[config.mk]
export PLATFORM = sky130hd
export DESIGN_NAME = quad_decoder_counter
export DESIGN_NICKNAME = d
export VERILOG_FILES = /design/src/rtl/quad_decoder_counter.sv
export SDC_FILE = /design/constraint.sdc
export NUM_CORES = 1
export LEC_CHECK = 0
export CAP_MARGIN = 20
export CORE_UTILIZATION = 45
export CTS_CLUSTER_SIZE = 20
export DETAILED_ROUTE_END_ITERATION = 8
export PLACE_DENSITY = 0.83
export SYNTH_ARGS = -nofsm -noshare
export SYNTH_HDL_FRONTEND = slang
export SYNTH_SLANG_ARGS = --single-unit
[constraint.sdc]
create_clock -name clk -period 3.6 [get_ports clk]
set_input_delay 0.36 -clock clk [delete_from_list [all_inputs] [get_ports clk]]
set_output_delay 0.36 -clock clk [all_outputs]
set_load 0.01 [all_outputs]
[src/rtl/quad_decoder_counter.sv]
`default_nettype none
// ============================================================================
// Module   : quad_decoder_counter
// Purpose  : Quadrature (A/B) encoder decoder with an integrated WIDTH-bit
//            up/down position counter. x4 resolution: one count per phase
//            edge. Includes parallel load, direction and step indication,
//            wrap pulses and a sticky illegal-transition error flag.
// Revision : 1.0 - initial release
// ----------------------------------------------------------------------------
// Ports
//   clk      in   system clock, rising edge
//   reset    in   asynchronous active-high reset
//   a_in     in   encoder phase A (asynchronous to clk)
//   b_in     in   encoder phase B (asynchronous to clk)
//   enable   in   0: decoded steps do not move count (tracking continues)
//   load     in   synchronous parallel load of data_in into count
//   data_in  in   [WIDTH] load value
//   err_clr  in   synchronous clear of err
//   count    out  [WIDTH] current position
//   dir      out  direction of last valid step (1 = up, 0 = down)
//   step     out  one-cycle pulse per valid decoded step
//   wrap     out  one-cycle pulse when count wraps in either direction
//   err      out  sticky illegal-transition flag
// ============================================================================
module quad_decoder_counter #(
    parameter int WIDTH       = 4,
    parameter int SYNC_STAGES = 2
) (
    input  logic             clk,
    input  logic             reset,
    input  logic             a_in,
    input  logic             b_in,
    input  logic             enable,
    input  logic             load,
    input  logic [WIDTH-1:0] data_in,
    input  logic             err_clr,
    output logic [WIDTH-1:0] count,
    output logic             dir,
    output logic             step,
    output logic             wrap,
    output logic             err
);

    localparam logic [WIDTH-1:0] c_count_max = '1;

    logic [SYNC_STAGES-1:0] r_a_sync;
    logic [SYNC_STAGES-1:0] r_b_sync;
    // Marks how far real input samples have propagated through the
    // synchronizer since reset; the cleared flops must never be decoded.
    logic [SYNC_STAGES-1:0] r_fill;
    logic [1:0]             r_prev;
    logic                   r_primed;

    logic [1:0] w_s;
    logic       w_sync_valid;
    logic       w_up;
    logic       w_dn;
    logic       w_illegal;

    assign w_s          = {r_a_sync[SYNC_STAGES-1], r_b_sync[SYNC_STAGES-1]};
    assign w_sync_valid = r_fill[SYNC_STAGES-1];

    // ------------------------------------------------------------------
    // Synchronizer and priming. Priming waits until the last sync stage
    // holds a genuine sample; otherwise the reset value of the flops would
    // look like a phase change against the real encoder position.
    // ------------------------------------------------------------------
    always_ff @(posedge clk or posedge reset) begin
        if (reset) begin
            r_a_sync <= '0;
            r_b_sync <= '0;
            r_fill   <= '0;
            r_prev   <= 2'b00;
            r_primed <= 1'b0;
        end else begin
            r_a_sync <= {r_a_sync[SYNC_STAGES-2:0], a_in};
            r_b_sync <= {r_b_sync[SYNC_STAGES-2:0], b_in};
            r_fill   <= {r_fill[SYNC_STAGES-2:0], 1'b1};
            r_prev   <= w_s;
            if (w_sync_valid) begin
                r_primed <= 1'b1;
            end
        end
    end

    // ------------------------------------------------------------------
    // Transition decode of {prev, current}. Gray-code neighbours are
    // steps; a change of both bits at once is an illegal jump.
    // ------------------------------------------------------------------
    always_comb begin
        w_up      = 1'b0;
        w_dn      = 1'b0;
        w_illegal = 1'b0;
        if (r_primed) begin
            case ({r_prev, w_s})
                4'b0001, 4'b0111, 4'b1110, 4'b1000: w_up      = 1'b1;
                4'b0010, 4'b1011, 4'b1101, 4'b0100: w_dn      = 1'b1;
                4'b0011, 4'b1100, 4'b0110, 4'b1001: w_illegal = 1'b1;
                default: ;
            endcase
        end
    end

    // ------------------------------------------------------------------
    // Counter, indications and error flag.
    // step/dir report every decoded step even when load or !enable keep
    // count from moving.
    // ------------------------------------------------------------------
    always_ff @(posedge clk or posedge reset) begin
        if (reset) begin
            count <= '0;
            dir   <= 1'b0;
            step  <= 1'b0;
            wrap  <= 1'b0;
            err   <= 1'b0;
        end else begin
            step <= w_up | w_dn;

            if (w_up) begin
                dir <= 1'b1;
            end else if (w_dn) begin
                dir <= 1'b0;
            end

            if (load) begin
                count <= data_in;
                wrap  <= 1'b0;
            end else if (enable && w_up) begin
                count <= count + 1'b1;
                wrap  <= (count == c_count_max);
            end else if (enable && w_dn) begin
                count <= count - 1'b1;
                wrap  <= (count == '0);
            end else begin
                wrap  <= 1'b0;
            end

            // A new illegal jump takes precedence over a clear.
            if (w_illegal) begin
                err <= 1'b1;
            end else if (err_clr) begin
                err <= 1'b0;
            end
        end
    end

endmodule
`default_nettype wire

==> metrics.md, run 1 <==
| Metric | Value |
|---|---|
| Critical path class | in2reg |
| First-pass GRT wire length | 2484 um |
| CP required | 3790 ps |
| Largest net degree at the start of global routing | 18 |
| Core Util, Final | 65.00% |
| Antenna viol nets, final | 0 |
| Global placement routability congestion | 0.7708 |
| FF+latch count, synth | 17 |
| Rows | 14 |
| Fillers | 134 |
| Post-route minimum period | 2688 ps |
| Clock insertion delay at the later pin of the skew report | 300 ps |
| Total global routing overflow | 0 |
| Min-Delay Endpoint | r_fill[1]$_DFF_PP0_ |
| PortBufs | 18 |
| Final Hold Fails | 0 |
| Die footprint | 0.001946 mm2 |
| Critical Path Start Type | input port |
| Nets | 109 |
| Sum Neg Setup Slack | 0 ps |
| Final-report setup violation count | 0 |
| RSZ-0062 raised after global routing | no |
| Syn-to-layout area delta | 28.37% |
| Internal Power | 317.5 uW |
| Slew headroom | 58.79% |
| DP HPWL | 1129 um |
| Vias in the first global route | 585 |
| Initial core utilization | 50.63% |
| Sequential cell area fraction in the yosys report | 53.29% |
| Vias | about 600 |
| Net Count, Synth | 87 |
| Global Route Usage Sum | a little under a fifth |
| Clock Sinks | 17 |
| DR DRC count | 1 |
| Syn. warnings | 0 |
| IO Pins | 19 |
| Part of the power in registers | 50.4% |
| Average wire per standard cell | 13.31 um |
| Ant. Diodes | 0 |
| Violated checks | design-rule violations |
| Power per cell area | 445.7 mW/mm2 |
| H-tree Lvls | 1 |
| Drt pass-1 iters | 6 |
| Outcome | finished, violations left |
| Max frequency | 0.3721 GHz |
| Mapped cell area | 798.3 um2 |
| Setup WS pre-CTS | 624.0 ps |
| Max Cap Viol | 0 |
| Setup slack after layout | 912.3 ps |
| CTS Hold Bufs | 0 |
| HP Start | r_fill[0]$_DFF_PP0_ |
| Placeable core area | between 0.0015 and 0.002 mm2 |
| Most frequent cells in the layout | clkdlybuf4s50_1 (18), dfrtp_1 (17), nand2_1 (8) |
| Root buf cell | clkbuf_4 |
| Clock skew | 10.62 ps |
| Clock Tree Buf Depth | 2 |
| Share of layout cells above drive strength 1 | 7.447% |
| Worst-margin pin slew | 617.5 ps |
| Worst VDD drop | between 0.3 and 0.4 mV |
| Post-Place Cells | 106 |
| Worst Path Arrival | 2880 ps |
| Commonest non-fill, non-tap cell in the layout | clkdlybuf4s50_1 |
| Number of enable flip-flop cells after synthesis | 0 |
| Crit share post-route | 74.66% |
| Fraction of registers with async set/reset | 100.0% |
| Post-CTS repair timing setup buffer count | 0 |
| Leak | 0.0004265 uW |
| Logic gate share of total power | 26.5% |
| Synth Instances | 73 |
| Chip height | 44.12 um |
| Most used flip-flop cell after synthesis | dfrtp_1 |
| CTS tree | yes |
| R2R Setup Slk | approximately 930 ps |
| Clock power share | 23.1% |
| Resized Gates After CTS | 0 |
| Switching Power | 139.2 uW |
| DR vias/cell | 5.509 |
| Fin. max-slew vios | 0 |
| Worst hold path type | reg2reg |
| CP Max Fanout | 6 |
| Reg2reg end | count[3]$_DFFE_PP0P_ |
| Number of buffers created by CTS | 3 |
| Post-Syn Area per Cell | 10.94 um2 |
| Sw frac | 30.48% |
| Largest area contributor in the netlist | dfrtp_1 |
| Initial antenna violation count | 0 |
| Finished Layout Cells | between 100 and 150 |
| Top post-synthesis cells by area | dfrtp_1 (53%), xor2_1 (4.4%), nand2_1 (3.8%) |
| Synth top area share | 53.29% |
| Reg2reg start | r_prev[0]$_DFF_PP0_ |
| Total power | between 400 and 500 uW |
| Critical path capture point type | register |
| Total wire length | between 1000 and 1500 um |
| Die width | 44.12 um |
| Iteration-0 DRC Markers | 11 |
| WHS Path Cells | 0 |
| Clk slew on worst S/H paths | 110 ps |
| Synth cell types | 30 |
| Worst R2R Path Depth | 8 |
cell families (layout without fill, tap and decap cells):
family                     after synthesis  in the layout  synth area share (%)
adders and majority gates                3              3                 5.642
and+or+nand+nor                         25             25                 16.77
muxes                                    1              1                 1.880
AOI/OAI and AO/OA                       13             13                 9.875
other                                    1              1                0.4698
xor gates and xnor gates                 8              8                 9.719
DFF                                     17             17                 53.29
buffers and inverters                    5             26                 2.350
worst max-delay path, cell delays in order:
cell	delay (ps)
clkdlybuf4s50_1	500
nand2_1	130
nor3_1	360
inv_1	160
ha_1	350
a21oi_1	250
a211oi_1	120
mux2_4	270
a2111o_1	380
power by group through the flow:
stage,sequential (uW),clock [uW],combinational (uW)
after floorplan,237,0,61.5
after global placement,232,0,116
after detailed placement,234,0,122
after CTS,231,108,122
after global routing,233,118,134
final,230,106,121
stage by stage:
stage	hold WS, ps	area [um2]
floorplan	286.1	798.3
global placement	331.9	994.7
detailed placement	336.4	994.7
CTS	360.5	1025
global route	368.6	1025
finish	360.0	1025
synthesized netlist by cell type (2+ instances only):
master / number
nor3_1: 3
inv_1: 4
ha_1: 2
a31oi_1: 2
nand2_1: 8
o21ai_0: 4
xnor2_1: 3
a21oi_1: 4
dfrtp_1: 17
xor2_1: 4
nand3_1: 3
routing by layer:
| layer | wire length (um) | global-route usage [%] | vias to the layer above |
|---|---|---|---|
| met1 | 638 | 23.06 | 289 |
| met4 | 44 | 15.76 | 0 |
| met3 | 75 | 4.082 | 4 |
| met2 | 705 | 26.47 | 19 |
| li1 | - | - | 294 |
| met5 | 0 | 0 | - |
worst max path at each step:
| stage | startpoint | endpoint | slack, ps | cells after the start |
|---|---|---|---|---|
| after floorplan | r_prev[0]$_DFF_PP0_ | count[3]$_DFFE_PP0P_ | 1150 | 8 |
| after global placement | enable | count[3]$_DFFE_PP0P_ | 720 | 9 |
| after detailed placement | enable | count[3]$_DFFE_PP0P_ | 620 | 9 |
| after CTS | r_prev[0]$_DFF_PP0_ | count[3]$_DFFE_PP0P_ | 930 | 8 |
| after global routing | enable | count[3]$_DFFE_PP0P_ | 730 | 9 |
| final | enable | count[3]$_DFFE_PP0P_ | 910 | 9 |
registers in the layout, indices dropped and copies added, names as in the netlist:
name	count
count	4
r_a_sync	2
r_b_sync	2
r_fill	2
r_prev	2
dir	1
err	1
r_primed	1
step	1
wrap	1
layout make-up:
class	count	area (um2)	share of cell area, %
flip-flops and latches	17	425.4	41.51
multi-input cells	51	354.1	34.55
repair buffers	18	180.2	17.58
clock buffers	3	22.52	2.198
well taps	16	20.02	1.954
inverters	4	15.01	1.465
clock inverters	1	7.507	0.7326
Power figures use the tool's default switching activity.
==> run 2, diff against run 1 <==
Clock period 3.6 ns to 2.5 ns, I/O delays scaled along.
==> run 2 against run 1 <==
- the run now ends clean
- sequential power is 44% higher
- clock skew is 8.1 ps lower
- hold slack worse by 30 ps
- global-route usage is 1.1 points higher
- sequential share of layout area shrank 1.8 points
- register-to-register slack worse by 770 ps
- first-iteration DRC count decreased by 9.1%
- sequential cell count is the same
- cell count is 4.5% higher
==> metrics.md, run 2 (same netlist as run 1, synthesis figures left out) <==
| Metric | Value |
|---|---|
| Critical path class | reg2reg |
| Drt pass-1 iters | 6 (unchanged) |
| Setup slack after layout | 163.9 ps (-748.4 ps) |
| R2R Setup Slk | 160 ps (-770 ps) |
| Reg2reg start | r_b_sync[1]$_DFF_PP0_ |
| IO Pins | 19 (unchanged) |
| Max Cap Viol | 0 (unchanged) |
| Reg2reg end | count[3]$_DFFE_PP0P_ |
| Worst hold path type | in2async |
| Rows | 14 (unchanged) |
| Clock Tree Buf Depth | 2 (unchanged) |
| DP HPWL | 1115 um (-1.2%) |
| Share of layout cells above drive strength 1 | 14.14% (+6.7 points) |
| Critical Path Start Type | register |
| Chip height | 44.12 um (unchanged) |
| Crit share post-route | just over 90% |
| Leak | 0.0004510 uW (+5.8%) |
| First-pass GRT wire length | 2711 um (+9.1%) |
| Fin. max-slew vios | 0 (unchanged) |
| Setup WS pre-CTS | -115.8 ps (-739.8 ps) |
| Placed instance area | 0.001032 mm2 (+3.8%) |
| Clk slew on worst S/H paths | 110 ps (about the same) |
| Vias | 629 (+3.8%) |
| DR DRC count | 0 (-1) |
| Number of flip-flops in the largest register | 4 (unchanged) |
| Final-report setup violation count | 0 (unchanged) |
| Reg with most FFs | count |
| Total wire length | 1527 um (+4.3%) |
| RSZ-0062 raised after global routing | no |
| Worst R2R Path Depth | 8 (unchanged) |
| Root buf cell | clkbuf_4 |
| Vias in the first global route | 650 (+11%) |
| CTS tree | yes |
| Critical path capture point type | register |
| Syn-to-layout area delta | 34.17% |
| Worst VDD drop | 0.3621 mV (+4.2%) |
| Outcome | complete, no violations |
| Nets | 114 (+4.6%) |
| Global Route Usage Sum | 19.45% (+1.1 points) |
| Iteration-0 DRC Markers | 10 (-1) |
| Largest net degree at the start of global routing | 18 (unchanged) |
| Placeable core area | 0.001577 mm2 (unchanged) |
| Power per cell area | 628.6 mW/mm2 (+41%) |
| Fillers | 126 (-6.0%) |
| Clock skew | 2.487 ps (-8.133 ps) |
| Initial core utilization | 50.63% (unchanged) |
| Commonest non-fill, non-tap cell in the layout | clkdlybuf4s50_1 |
| Initial antenna violation count | 0 (unchanged) |
| Clock insertion delay at the later pin of the skew report | 290 ps (about the same) |
| Antenna viol nets, final | 0 (unchanged) |
| Post-CTS repair timing setup buffer count | 0 (unchanged) |
| Ant. Diodes | 0 (unchanged) |
| CP required | 2680 ps (-1110 ps) |
| Clock Sinks | 17 (unchanged) |
| Die footprint | 0.001946 mm2 (unchanged) |
| Average wire per standard cell | 13.28 um (-0.23%) |
| Number of buffers created by CTS | 3 (unchanged) |
| Total global routing overflow | 0 (unchanged) |
| Slew headroom | 56.87% (-1.9 points) |
| DR vias/cell | 5.470 (-0.72%) |
| CTS Hold Bufs | 0 (unchanged) |
| Max frequency | 0.4281 GHz |
| Die width | 44.12 um (unchanged) |
| Final Hold Fails | 0 (unchanged) |
| Worst-margin pin slew | 646.2 ps (+28.69 ps) |
| Final Cell Area | 0.001071 mm2 (+4.5%) |
| Global placement routability congestion | 0.7894 (+2.4%) |
| H-tree Lvls | 1 (unchanged) |
| CP Max Fanout | 4 (-2) |
| Most frequent cells in the layout | clkdlybuf4s50_1 (18), dfrtp_1 (17), nand2_1 (8) |
| PortBufs | 18 (unchanged) |
| Worst Path Arrival | 2520 ps (-360 ps) |
| Post-route minimum period | 2336 ps |
## run 2: how the worst max path moves through the flow
stage / start / slack (ps) / depth (start not counted) / to
detailed placement: enable / -120 / 9 / count[3]$_DFFE_PP0P_
CTS: r_prev[0]$_DFF_PP0_ / 70 / 8 / count[3]$_DFFE_PP0P_
global placement: enable / -0.7 / 9 / count[3]$_DFFE_PP0P_
finish: r_b_sync[1]$_DFF_PP0_ / 160 / 8 / count[3]$_DFFE_PP0P_
floorplan: r_prev[0]$_DFF_PP0_ / 50 / 8 / count[3]$_DFFE_PP0P_
global route: r_b_sync[1]$_DFF_PP0_ / 30 / 8 / count[3]$_DFFE_PP0P_
## run 2: timing repair
item                       CTS  global route
setup endpoints to repair    1             1
pin swaps                    0             1
cloned                       0             0
resized for setup            1             1
## run 2: power breakdown
group          internal [uW]  leakage (uW)  total [uW]  switching, uW
sequential               302      0.000199         331           29.6
combinational            105      0.000238         188           83.7
clock                   60.8     0.0000139         154           92.9
## run 2: area by class of cell
| class | count | area (um2) | share of cell area [%] |
|---|---|---|---|
| timing repair buffer | 23 | 217.7 | 20.33 |
| clock inverter | 1 | 7.507 | 0.7009 |
| clock buffer | 3 | 22.52 | 2.103 |
| inverter | 4 | 15.01 | 1.402 |
| multi-input combinational | 51 | 362.8 | 33.88 |
| tap | 16 | 20.02 | 1.869 |
| sequential | 17 | 425.4 | 39.72 |
## run 2: metrics by stage
step	hold slack, ps	cells	TNS [ps]	utilization (%)	power, uW
after CTS	344.8	115	0	67.70	676.7
after detailed placement	341.0	111	-115.8	65.48	520.2
final	330.2	115	0	67.94	673.2
after global placement	332.0	111	-0.7154	65.48	510.1
after floorplan	176.1	73	0	-	429.4
after global routing	371.8	115	0	67.94	715.0
## run 2: per-layer routing
layer,global-route usage (%),vias up,routed length (um)
met5,0,-,0
met4,12.12,0,25
met3,4.082,2,77
met2,32.06,20,753
met1,23.08,306,669
li1,-,301,-
## run 2: critical path: stages, from the launching register on
cell	delay (ps)
dfrtp_1	450
xnor2_1	200
nor3_2	210
inv_1	100
ha_1	320
a21oi_2	180
a21oi_1	100
mux2_4	270
a2111o_1	380
==> run 3, diff against run 2 <==
Settings changed: SLEW_MARGIN set to 30.
==> results of run 3 <==
The final DEF is identical to that of run 2; final timing and power are the same.
